[src/rtl/id_ex_stage_if.sv]
// ============================================================================
// id_ex_stage_if : decode/forwarding/execute signal bundle for id_ex_stage
// Rev 1.0 - initial release
// ============================================================================
`default_nettype none

interface id_ex_stage_if #(
    parameter int DATA_WIDTH = 32,
    parameter int ADDR_WIDTH = 5,
    parameter int CTRL_WIDTH = 4
);
    logic                  id_valid_i;
    logic                  id_ready_o;
    logic [ADDR_WIDTH-1:0] id_rs1_addr_i;
    logic [ADDR_WIDTH-1:0] id_rs2_addr_i;
    logic [ADDR_WIDTH-1:0] id_rd_addr_i;
    logic [DATA_WIDTH-1:0] id_rs1_data_i;
    logic [DATA_WIDTH-1:0] id_rs2_data_i;
    logic [DATA_WIDTH-1:0] id_imm_i;
    logic                  id_alu_src_i;
    logic [CTRL_WIDTH-1:0] id_alu_ctrl_i;
    logic                  id_reg_write_i;
    logic                  id_mem_read_i;
    logic                  id_mem_write_i;
    logic                  id_branch_i;
    logic                  flush_i;
    logic                  mem_reg_write_i;
    logic [ADDR_WIDTH-1:0] mem_rd_addr_i;
    logic [DATA_WIDTH-1:0] mem_result_i;
    logic                  wb_reg_write_i;
    logic [ADDR_WIDTH-1:0] wb_rd_addr_i;
    logic [DATA_WIDTH-1:0] wb_result_i;
    logic                  ex_ready_i;
    logic                  ex_valid_o;
    logic [DATA_WIDTH-1:0] alu_op1_o;
    logic [DATA_WIDTH-1:0] alu_op2_o;
    logic [CTRL_WIDTH-1:0] alu_ctrl_o;
    logic [DATA_WIDTH-1:0] ex_store_data_o;
    logic [ADDR_WIDTH-1:0] ex_rd_addr_o;
    logic                  ex_reg_write_o;
    logic                  ex_mem_read_o;
    logic                  ex_mem_write_o;
    logic                  ex_branch_o;

    modport master (
        output id_valid_i, id_rs1_addr_i, id_rs2_addr_i, id_rd_addr_i,
               id_rs1_data_i, id_rs2_data_i, id_imm_i, id_alu_src_i,
               id_alu_ctrl_i, id_reg_write_i, id_mem_read_i, id_mem_write_i,
               id_branch_i, flush_i, mem_reg_write_i, mem_rd_addr_i,
               mem_result_i, wb_reg_write_i, wb_rd_addr_i, wb_result_i,
               ex_ready_i,
        input  id_ready_o, ex_valid_o, alu_op1_o, alu_op2_o, alu_ctrl_o,
               ex_store_data_o, ex_rd_addr_o, ex_reg_write_o, ex_mem_read_o,
               ex_mem_write_o, ex_branch_o
    );

    modport slave (
        input  id_valid_i, id_rs1_addr_i, id_rs2_addr_i, id_rd_addr_i,
               id_rs1_data_i, id_rs2_data_i, id_imm_i, id_alu_src_i,
               id_alu_ctrl_i, id_reg_write_i, id_mem_read_i, id_mem_write_i,
               id_branch_i, flush_i, mem_reg_write_i, mem_rd_addr_i,
               mem_result_i, wb_reg_write_i, wb_rd_addr_i, wb_result_i,
               ex_ready_i,
        output id_ready_o, ex_valid_o, alu_op1_o, alu_op2_o, alu_ctrl_o,
               ex_store_data_o, ex_rd_addr_o, ex_reg_write_o, ex_mem_read_o,
               ex_mem_write_o, ex_branch_o
    );
endinterface

`default_nettype wire

[src/rtl/id_ex_stage.sv]
// ============================================================================
// id_ex_stage : ID/EX pipeline register with operand forwarding and
//               load-use bubble insertion. Optional macro: ID_EX_FORWARD_EN
// Rev 1.0 - initial release
// ============================================================================
`default_nettype none

module id_ex_stage #(
    parameter int DATA_WIDTH = 32,
    parameter int ADDR_WIDTH = 5,
    parameter int CTRL_WIDTH = 4
) (
    input  wire logic     clk_i,
    input  wire logic     rst_i,
    id_ex_stage_if.slave  bus
);
    localparam logic [ADDR_WIDTH-1:0] c_X0 = '0;

    logic                  r_valid;
    logic                  r_reg_write;
    logic                  r_mem_read;
    logic                  r_mem_write;
    logic                  r_branch;
    logic                  r_alu_src;
    logic [CTRL_WIDTH-1:0] r_alu_ctrl;
    logic [ADDR_WIDTH-1:0] r_rd_addr;
    logic [ADDR_WIDTH-1:0] r_rs1_addr;
    logic [ADDR_WIDTH-1:0] r_rs2_addr;
    logic [DATA_WIDTH-1:0] r_rs1_data;
    logic [DATA_WIDTH-1:0] r_rs2_data;
    logic [DATA_WIDTH-1:0] r_imm;

    logic                  w_adv;
    logic                  w_hazard;
    logic [DATA_WIDTH-1:0] w_cap_rs1;
    logic [DATA_WIDTH-1:0] w_cap_rs2;
    logic [DATA_WIDTH-1:0] w_fwd_rs1;
    logic [DATA_WIDTH-1:0] w_fwd_rs2;

    assign w_adv = !r_valid || bus.ex_ready_i;

`ifdef ID_EX_FORWARD_EN
    always_comb begin
        w_hazard = r_valid && r_mem_read && (r_rd_addr != c_X0) &&
                   ((r_rd_addr == bus.id_rs1_addr_i) || (r_rd_addr == bus.id_rs2_addr_i));

        // WB writes the register file in the same cycle decode reads it.
        w_cap_rs1 = bus.id_rs1_data_i;
        w_cap_rs2 = bus.id_rs2_data_i;
        if (bus.wb_reg_write_i && (bus.wb_rd_addr_i != c_X0) &&
            (bus.wb_rd_addr_i == bus.id_rs1_addr_i))
            w_cap_rs1 = bus.wb_result_i;
        if (bus.wb_reg_write_i && (bus.wb_rd_addr_i != c_X0) &&
            (bus.wb_rd_addr_i == bus.id_rs2_addr_i))
            w_cap_rs2 = bus.wb_result_i;

        w_fwd_rs1 = r_rs1_data;
        if (bus.mem_reg_write_i && (bus.mem_rd_addr_i != c_X0) &&
            (bus.mem_rd_addr_i == r_rs1_addr))
            w_fwd_rs1 = bus.mem_result_i;
        else if (bus.wb_reg_write_i && (bus.wb_rd_addr_i != c_X0) &&
                 (bus.wb_rd_addr_i == r_rs1_addr))
            w_fwd_rs1 = bus.wb_result_i;

        w_fwd_rs2 = r_rs2_data;
        if (bus.mem_reg_write_i && (bus.mem_rd_addr_i != c_X0) &&
            (bus.mem_rd_addr_i == r_rs2_addr))
            w_fwd_rs2 = bus.mem_result_i;
        else if (bus.wb_reg_write_i && (bus.wb_rd_addr_i != c_X0) &&
                 (bus.wb_rd_addr_i == r_rs2_addr))
            w_fwd_rs2 = bus.wb_result_i;
    end
`else
    logic w_unused_fwd;

    assign w_hazard  = 1'b0;
    assign w_cap_rs1 = bus.id_rs1_data_i;
    assign w_cap_rs2 = bus.id_rs2_data_i;
    assign w_fwd_rs1 = r_rs1_data;
    assign w_fwd_rs2 = r_rs2_data;
    assign w_unused_fwd = ^{bus.mem_reg_write_i, bus.mem_rd_addr_i, bus.mem_result_i,
                            bus.wb_reg_write_i, bus.wb_rd_addr_i, bus.wb_result_i,
                            bus.id_rs1_addr_i, bus.id_rs2_addr_i, r_rs1_addr, r_rs2_addr};
`endif

    // Flush wins over everything; a bubble clears only valid and control bits.
    always_ff @(posedge clk_i or posedge rst_i) begin
        if (rst_i) begin
            r_valid     <= 1'b0;
            r_reg_write <= 1'b0;
            r_mem_read  <= 1'b0;
            r_mem_write <= 1'b0;
            r_branch    <= 1'b0;
            r_alu_src   <= 1'b0;
            r_alu_ctrl  <= '0;
            r_rd_addr   <= '0;
            r_rs1_addr  <= '0;
            r_rs2_addr  <= '0;
            r_rs1_data  <= '0;
            r_rs2_data  <= '0;
            r_imm       <= '0;
        end else if (bus.flush_i || (w_adv && (w_hazard || !bus.id_valid_i))) begin
            r_valid     <= 1'b0;
            r_reg_write <= 1'b0;
            r_mem_read  <= 1'b0;
            r_mem_write <= 1'b0;
            r_branch    <= 1'b0;
        end else if (w_adv) begin
            r_valid     <= 1'b1;
            r_reg_write <= bus.id_reg_write_i;
            r_mem_read  <= bus.id_mem_read_i;
            r_mem_write <= bus.id_mem_write_i;
            r_branch    <= bus.id_branch_i;
            r_alu_src   <= bus.id_alu_src_i;
            r_alu_ctrl  <= bus.id_alu_ctrl_i;
            r_rd_addr   <= bus.id_rd_addr_i;
            r_rs1_addr  <= bus.id_rs1_addr_i;
            r_rs2_addr  <= bus.id_rs2_addr_i;
            r_rs1_data  <= w_cap_rs1;
            r_rs2_data  <= w_cap_rs2;
            r_imm       <= bus.id_imm_i;
        end
    end

    assign bus.id_ready_o      = bus.flush_i || (w_adv && !w_hazard);
    assign bus.ex_valid_o      = r_valid;
    assign bus.alu_op1_o       = w_fwd_rs1;
    assign bus.alu_op2_o       = r_alu_src ? r_imm : w_fwd_rs2;
    assign bus.alu_ctrl_o      = r_alu_ctrl;
    assign bus.ex_store_data_o = w_fwd_rs2;
    assign bus.ex_rd_addr_o    = r_rd_addr;
    assign bus.ex_reg_write_o  = r_reg_write;
    assign bus.ex_mem_read_o   = r_mem_read;
    assign bus.ex_mem_write_o  = r_mem_write;
    assign bus.ex_branch_o     = r_branch;
endmodule

`default_nettype wire

[src/flat_wrapper.sv]
// flat-port wrapper written by rule: the top's interface ports become plain ports
module id_ex_stage_flat 
#(
    parameter int DATA_WIDTH = 32,
    parameter int ADDR_WIDTH = 5,
    parameter int CTRL_WIDTH = 4
)
  (clk_i, rst_i, bus_id_valid_i, bus_id_rs1_addr_i, bus_id_rs2_addr_i, bus_id_rd_addr_i, bus_id_rs1_data_i, bus_id_rs2_data_i, bus_id_imm_i, bus_id_alu_src_i, bus_id_alu_ctrl_i, bus_id_reg_write_i, bus_id_mem_read_i, bus_id_mem_write_i, bus_id_branch_i, bus_flush_i, bus_mem_reg_write_i, bus_mem_rd_addr_i, bus_mem_result_i, bus_wb_reg_write_i, bus_wb_rd_addr_i, bus_wb_result_i, bus_ex_ready_i, bus_id_ready_o, bus_ex_valid_o, bus_alu_op1_o, bus_alu_op2_o, bus_alu_ctrl_o, bus_ex_store_data_o, bus_ex_rd_addr_o, bus_ex_reg_write_o, bus_ex_mem_read_o, bus_ex_mem_write_o, bus_ex_branch_o);
  id_ex_stage_if #(.DATA_WIDTH(DATA_WIDTH), .ADDR_WIDTH(ADDR_WIDTH), .CTRL_WIDTH(CTRL_WIDTH)) bus_i ();
  input  wire logic clk_i;
  input  wire logic rst_i;
  input wire logic [$bits(bus_i.id_valid_i)-1:0] bus_id_valid_i;
  input wire logic [$bits(bus_i.id_rs1_addr_i)-1:0] bus_id_rs1_addr_i;
  input wire logic [$bits(bus_i.id_rs2_addr_i)-1:0] bus_id_rs2_addr_i;
  input wire logic [$bits(bus_i.id_rd_addr_i)-1:0] bus_id_rd_addr_i;
  input wire logic [$bits(bus_i.id_rs1_data_i)-1:0] bus_id_rs1_data_i;
  input wire logic [$bits(bus_i.id_rs2_data_i)-1:0] bus_id_rs2_data_i;
  input wire logic [$bits(bus_i.id_imm_i)-1:0] bus_id_imm_i;
  input wire logic [$bits(bus_i.id_alu_src_i)-1:0] bus_id_alu_src_i;
  input wire logic [$bits(bus_i.id_alu_ctrl_i)-1:0] bus_id_alu_ctrl_i;
  input wire logic [$bits(bus_i.id_reg_write_i)-1:0] bus_id_reg_write_i;
  input wire logic [$bits(bus_i.id_mem_read_i)-1:0] bus_id_mem_read_i;
  input wire logic [$bits(bus_i.id_mem_write_i)-1:0] bus_id_mem_write_i;
  input wire logic [$bits(bus_i.id_branch_i)-1:0] bus_id_branch_i;
  input wire logic [$bits(bus_i.flush_i)-1:0] bus_flush_i;
  input wire logic [$bits(bus_i.mem_reg_write_i)-1:0] bus_mem_reg_write_i;
  input wire logic [$bits(bus_i.mem_rd_addr_i)-1:0] bus_mem_rd_addr_i;
  input wire logic [$bits(bus_i.mem_result_i)-1:0] bus_mem_result_i;
  input wire logic [$bits(bus_i.wb_reg_write_i)-1:0] bus_wb_reg_write_i;
  input wire logic [$bits(bus_i.wb_rd_addr_i)-1:0] bus_wb_rd_addr_i;
  input wire logic [$bits(bus_i.wb_result_i)-1:0] bus_wb_result_i;
  input wire logic [$bits(bus_i.ex_ready_i)-1:0] bus_ex_ready_i;
  output wire logic [$bits(bus_i.id_ready_o)-1:0] bus_id_ready_o;
  output wire logic [$bits(bus_i.ex_valid_o)-1:0] bus_ex_valid_o;
  output wire logic [$bits(bus_i.alu_op1_o)-1:0] bus_alu_op1_o;
  output wire logic [$bits(bus_i.alu_op2_o)-1:0] bus_alu_op2_o;
  output wire logic [$bits(bus_i.alu_ctrl_o)-1:0] bus_alu_ctrl_o;
  output wire logic [$bits(bus_i.ex_store_data_o)-1:0] bus_ex_store_data_o;
  output wire logic [$bits(bus_i.ex_rd_addr_o)-1:0] bus_ex_rd_addr_o;
  output wire logic [$bits(bus_i.ex_reg_write_o)-1:0] bus_ex_reg_write_o;
  output wire logic [$bits(bus_i.ex_mem_read_o)-1:0] bus_ex_mem_read_o;
  output wire logic [$bits(bus_i.ex_mem_write_o)-1:0] bus_ex_mem_write_o;
  output wire logic [$bits(bus_i.ex_branch_o)-1:0] bus_ex_branch_o;
  assign bus_i.id_valid_i = bus_id_valid_i;
  assign bus_i.id_rs1_addr_i = bus_id_rs1_addr_i;
  assign bus_i.id_rs2_addr_i = bus_id_rs2_addr_i;
  assign bus_i.id_rd_addr_i = bus_id_rd_addr_i;
  assign bus_i.id_rs1_data_i = bus_id_rs1_data_i;
  assign bus_i.id_rs2_data_i = bus_id_rs2_data_i;
  assign bus_i.id_imm_i = bus_id_imm_i;
  assign bus_i.id_alu_src_i = bus_id_alu_src_i;
  assign bus_i.id_alu_ctrl_i = bus_id_alu_ctrl_i;
  assign bus_i.id_reg_write_i = bus_id_reg_write_i;
  assign bus_i.id_mem_read_i = bus_id_mem_read_i;
  assign bus_i.id_mem_write_i = bus_id_mem_write_i;
  assign bus_i.id_branch_i = bus_id_branch_i;
  assign bus_i.flush_i = bus_flush_i;
  assign bus_i.mem_reg_write_i = bus_mem_reg_write_i;
  assign bus_i.mem_rd_addr_i = bus_mem_rd_addr_i;
  assign bus_i.mem_result_i = bus_mem_result_i;
  assign bus_i.wb_reg_write_i = bus_wb_reg_write_i;
  assign bus_i.wb_rd_addr_i = bus_wb_rd_addr_i;
  assign bus_i.wb_result_i = bus_wb_result_i;
  assign bus_i.ex_ready_i = bus_ex_ready_i;
  assign bus_id_ready_o = bus_i.id_ready_o;
  assign bus_ex_valid_o = bus_i.ex_valid_o;
  assign bus_alu_op1_o = bus_i.alu_op1_o;
  assign bus_alu_op2_o = bus_i.alu_op2_o;
  assign bus_alu_ctrl_o = bus_i.alu_ctrl_o;
  assign bus_ex_store_data_o = bus_i.ex_store_data_o;
  assign bus_ex_rd_addr_o = bus_i.ex_rd_addr_o;
  assign bus_ex_reg_write_o = bus_i.ex_reg_write_o;
  assign bus_ex_mem_read_o = bus_i.ex_mem_read_o;
  assign bus_ex_mem_write_o = bus_i.ex_mem_write_o;
  assign bus_ex_branch_o = bus_i.ex_branch_o;
  id_ex_stage #(.DATA_WIDTH(DATA_WIDTH), .ADDR_WIDTH(ADDR_WIDTH), .CTRL_WIDTH(CTRL_WIDTH)) u_core (.clk_i(clk_i), .rst_i(rst_i), .bus(bus_i));
endmodule
[config.mk]
export PLATFORM = sky130hd
export DESIGN_NAME = id_ex_stage_flat
export DESIGN_NICKNAME = d
export VERILOG_FILES = /design/src/rtl/id_ex_stage_if.sv /design/src/rtl/id_ex_stage.sv /design/src/flat_wrapper.sv
export SDC_FILE = /design/constraint.sdc
export NUM_CORES = 1
export LEC_CHECK = 0
export CAP_MARGIN = 20
export CORE_ASPECT_RATIO = 0.75
export CORE_MARGIN = 3
export CORE_UTILIZATION = 36
export CTS_CLUSTER_DIAMETER = 60
export CTS_CLUSTER_SIZE = 14
export DETAILED_ROUTE_END_ITERATION = 8
export HOLD_SLACK_MARGIN = 0.06
export PLACE_DENSITY = 0.82
export SKIP_CTS_REPAIR_TIMING = 1
export SYNTH_ARGS = -nofsm -noshare
export SYNTH_HDL_FRONTEND = slang
export SYNTH_SLANG_ARGS = --single-unit
[constraint.sdc]
create_clock -name clk_i -period 4.9 [get_ports clk_i]
set_input_delay 0.98 -clock clk_i [delete_from_list [all_inputs] [get_ports clk_i]]
set_output_delay 0.98 -clock clk_i [all_outputs]
set_load 0.01 [all_outputs]
---- After elaboration in Yosys (flattened, before gate mapping) ----
Index checks and enable logic that the tools add are counted.
word-level totals
  memories kept ........................... 0
  register bits after elaboration ......... 111
  output and inout port bits .............. 111
  latch bits .............................. 0
  RAM bits ................................ 0
  bits in read-only memories .............. 0
  logic and storage cells ................. 31
  input bits .............................. 201
operators by class
  reductions and logical operators ........ 8
  $lt $le $gt $ge ......................... 0
  eq/ne operators ......................... 0
  muxes and demuxes ....................... 11
  bitwise gates (word level) .............. 1
  shifts and indexed selects .............. 0
  $add $sub $neg .......................... 0
  multipliers ............................. 0
  div/mod/pow operators ................... 0
operators with widths
  operator             number
  $mux W32             1
  $mux W1              10
  $logic_or A1 B1 Y1   3
  $logic_not A1 Y1     2
  $reduce_and A2 Y1    1
  $reduce_bool A2 Y1   1
  $logic_and A1 B1 Y1  1
  $not A1 Y1           1

---- Logic depth before layout (Yosys ltp) ----
  depth after elaboration ................. 6
  mapped depth ............................ 6
  mapped depth without buffers ............ 3

---- Least setup slack after synthesis ----
Ideal clock, no wire load.
  path kind ............................... input -> output
  from .................................... in bus_flush_i
  to ...................................... out bus_id_ready_o
  stages on the path ...................... 2
  path slack .............................. 2,517 ps
  data arrival time ....................... 1,403 ps
  buffers on the path ..................... 1
  required time ........................... 3,920 ps
  path through ............................ clkbuf_1 nand2b_1
between the ends
  longest elaborated chain between the ends .. 1
RTL lines
  element             RTL line            RTL
  start: declaration  flat_wrapper.sv:25  input wire logic [$bits(bus_i.flush_i)-1:0] bus_flush_i;
  $logic_or A1 B1 Y1  id_ex_stage.sv:125  assign bus.id_ready_o = bus.flush_i || (w_adv && !w_hazard);
  end: declaration    flat_wrapper.sv:33  output wire logic [$bits(bus_i.id_ready_o)-1:0] bus_id_ready_o;
No other way between the ends.

---- Worst setup path after layout ----
  from .................................... in bus_ex_ready_i
  to ...................................... out bus_id_ready_o
between the ends
  longest elaborated chain between the ends .. 2
RTL lines
  element             RTL line            RTL
  start: declaration  flat_wrapper.sv:32  input wire logic [$bits(bus_i.ex_ready_i)-1:0] bus_ex_ready_i;
  $logic_or A1 B1 Y1  id_ex_stage.sv:40   assign w_adv = !r_valid || bus.ex_ready_i;
  $logic_or A1 B1 Y1  id_ex_stage.sv:125
No other way between the ends.

==> results.md <==
Outcome:
- The run finished with clean final reports.

Placement:
- The post-place setup slack is 1450 ps.
- The placed instances occupy a cell area of 6920 um^2.
- The count of buffers added on input and output ports is 225.
- The final weighted congestion in routability-driven placement is 0.753.
- The estimated wirelength of the detail-placed design is 8.74 mm.

Floorplan:
- Once the floorplan was initialized, standard cells occupied 38.0% of the core.
- The die is 103 um tall.
- The row count is 34.
- The floorplan step defined a die boundary enclosing 14,000 um^2.
- The die is 136 um wide.
- The floorplan step defined a core boundary enclosing 12,000 um^2.
- The number of I/O pins is 312.

Timing:
- The worst slack on hold paths is 490 ps.
- After routing, the total negative slack on setup checks comes to 0 ps.
- At the pin with the least slew margin, the transition time is 787 ps.
- The final hold violation count is 0.
- Setup violations remaining at the end of the flow were counted as 0.
- The final cycle utilization of the critical path is 70.5%.
- After layout, the worst setup slack is 1450 ps.
- Setup repair after global routing left no endpoint under its margin.
- The final count of pins violating max slew is 0.
- The timing-limited maximum frequency is 0.290 GHz.
- Headroom to the max-slew limit came out at 47.5%.
- The final critical-path required period is 3450 ps.
- The maximum clock skew at final layout is 8.73 ps.

Flow run:
- Across the run, the number of max-cap violations was 0.

Detailed routing:
- The total wire length after detailed routing is 11.6 mm.
- In this run the remaining antenna-violating nets after routing total 0.
- After detailed routing, the number of remaining DRC violations is 0.
- The post-detailed-route wirelength per cell is 17.1 um.
- In the routed layout, each cell is associated on average with a via count of 4.70.
- For this block, the initial DRC count from the detailed router was 70.
- The iteration count of the initial detailed-routing pass is 4.
- The final route contains 3,175 vias.

Setup path:
- The classification of the worst setup path is in -> out.
- STA puts the critical path data required time at 3920 ps.
- STA classifies the critical path endpoint as an output port.
- For the worst setup path, the data arrival time is 2470 ps.
- The largest fanout of any net on the critical path is 7.
- The startpoint type of the worst setup path is an input port.

Layout:
- The finished cells cover 7240 um^2.
- The fraction of the core area covered by cells at the end of the flow is 60.6%.
- The number of nets in the final layout is 710.
- Compared with the post-synthesis result, the final layout area differs by 59.4%.
- The share of final-layout standard cells stronger than drive strength 1 is 23.5%.
- The antenna cell count is 0.
- The number of inserted filler cells in the final layout is 941.

CTS:
- The clock tree root driver cell is clkbuf_16.
- Clock-pin slew was measured on the worst setup and hold paths at 70 ps.
- At the later pin of the worst-skew pair, clock insertion delay measures 340 ps.
- The number of clock buffers inserted by TritonCTS is 9.
- The deepest level of the CTS H-tree is 3.
- The clock tree from TritonCTS is yes.
- The clock passes through at most 2 buffers.
- The number of sinks driven by the clock tree is 111.

Synthesis:
- Counting distinct cell types in the post-synthesis netlist gives 15.
- The post-synthesis sequential element count is 111.
- The parity-gate share of the synthesized area counting xor and xnor cells is 0%.
- The net count of the mapped netlist is 486.
- The synthesized netlist occupies a cell area of 4540 um^2.
- By area, the combinational part of the netlist is dominated by multiplexers.
- Of the post-synthesis cell area, the part taken by muxes is 34.2%.
- Synthesis handed over a netlist of 285 instances.
- The fraction of the mapped netlist area in compound gates is 0.441%.
- The fraction of the mapped netlist area in simple logic gates is 1.76%.
- The count of yosys warnings during synthesis is 0.
- After Yosys synthesis, full adders, half adders and majority gates account for 0% of the synthesized area.
- The synthesized area per cell is 15.9 um^2.
- The sequential-to-total area share from yosys stat is 61.2%.

Global routing:
- Across every metal layer, demand over resource in global routing totals 17.0%.
- Entering global routing, the biggest net connects 83 pins.
- The number of antenna violations at the first check in global routing was 1.
- The final global-route overflow total is 0.
- The number of global-route vias before repair is 3,520.
- The first global-routing pass estimated 18.5 mm of wire.

Power:
- The power density relative to cell area is 373 nW/um^2.
- The leakage power is 2.93 nW.
- The peak ir drop on the vdd network is 0.227 mV.

Min path:
- The worst hold path belongs to the class reg -> reg.
-- kinds of logic (layout without fill, tap and decap cells) --
family | count (synthesis) | in the layout
mux | 138 | 138
flops | 111 | 111
buf+inv | 18 | 247
simple gates | 14 | 14
compound gates | 4 | 4
-- routing by layer --
| metal | vias to the layer above | GRT usage [%] | routed length (um) |
|---|---|---|---|
| li1 | 1455 | - | - |
| met1 | 1561 | 19.1 | 4350 |
| met2 | 146 | 29.3 | 5770 |
| met3 | 11 | 8.66 | 1360 |
| met4 | 2 | 4.26 | 78 |
| met5 | - | 0 | 13 |
-- final cells by class --
type                    count  area (um^2)  area share [%]
flip-flops and latches    111         2780            38.4
repair buffers            230         2310            31.9
multi-input cells         156         1650            22.8
clock buffers              11          253            3.49
well taps                 162          203            2.80
clock inverters             5         38.8           0.536
inverters                   1         6.26          0.0864
-- cell usage after synthesis --
| cell type | instances | area share, % |
|---|---|---|
| nor2b_1 | 1 | 0.14 |
| a21oi_1 | 4 | 0.44 |
| nor2_1 | 2 | 0.17 |
| buf_4 | 1 | 0.17 |
| nand2b_1 | 2 | 0.28 |
| buf_2 | 7 | 0.77 |
| clkbuf_1 | 5 | 0.41 |
| nand2_1 | 4 | 0.33 |
| nand3_1 | 4 | 0.44 |
| nor3b_4 | 1 | 0.41 |
| mux2_1 | 40 | 9.9 |
| dfrtp_1 | 111 | 61 |
| inv_1 | 1 | 0.083 |
| mux2_2 | 98 | 24 |
| buf_6 | 4 | 0.99 |
-- cell usage in the layout, fill, tap and decap left out, types with 2 or more instances in the layout --
cell type        instances
clkdlybuf4s50_1        225
dfrtp_1                111
mux2_2                  98
mux2_1                  40
clkbuf_16                9
nand2_1                  4
nand3_1                  4
a21oi_1                  4
buf_4                    4
inv_6                    3
nand2b_1                 2
nor2_1                   2
clkbuf_8                 2
-- report_power, final --
part	total (mW)	leakage, nW	switching, mW	internal (mW)
clock network	0.710	0.143	0.332	0.378
logic	0.836	1.48	0.293	0.543
registers	1.16	1.31	0.0915	1.07
-- final timing paths --
check                                                      from                                          to  slack [ps]  cells after the start
min in group asynchronous                                 rst_i         u_core.bus.alu_op1_o[1]$_DFFE_PP0P_         890                      2
setup reg to reg              u_core.bus.ex_valid_o$_DFFE_PP0P_                u_core.r_imm[14]$_DFFE_PP0P_        2830                      4
hold / removal             u_core.bus.alu_op1_o[28]$_DFFE_PP0P_        u_core.bus.alu_op1_o[28]$_DFFE_PP0P_         490                      1
hold reg to reg            u_core.bus.alu_op1_o[28]$_DFFE_PP0P_        u_core.bus.alu_op1_o[28]$_DFFE_PP0P_         490                      1
max in group asynchronous                                 rst_i  u_core.bus.ex_store_data_o[24]$_DFFE_PP0P_        2960                      4
setup / recovery                                 bus_ex_ready_i                              bus_id_ready_o        1450                      4
-- sequential cells by signal, indices dropped and copies added (netlist names) --
| signal | flops |
|---|---|
| u_core.bus.alu_op1_o | 32 |
| u_core.bus.ex_store_data_o | 32 |
| u_core.r_imm | 32 |
| u_core.bus.ex_rd_addr_o | 5 |
| u_core.bus.alu_ctrl_o | 4 |
| u_core.bus.ex_branch_o | 1 |
| u_core.bus.ex_mem_read_o | 1 |
| u_core.bus.ex_mem_write_o | 1 |
| u_core.bus.ex_reg_write_o | 1 |
| u_core.bus.ex_valid_o | 1 |
| u_core.r_alu_src | 1 |
-- through the flow --
stage,cells,power (mW)
2_1_floorplan,285,1.51
3_3_place_gp,659,2.00
5_1_grt,676,2.85
6_report,676,2.70
3_5_place_dp,659,2.02
4_1_cts,675,2.75
-- worst max-delay path, cell delays in order --
cell and delay, ps:
clkdlybuf4s50_1 410, nor2b_1 450, nand2b_1 110, clkdlybuf4s50_1 530
(Power assumes the default switching activity.)
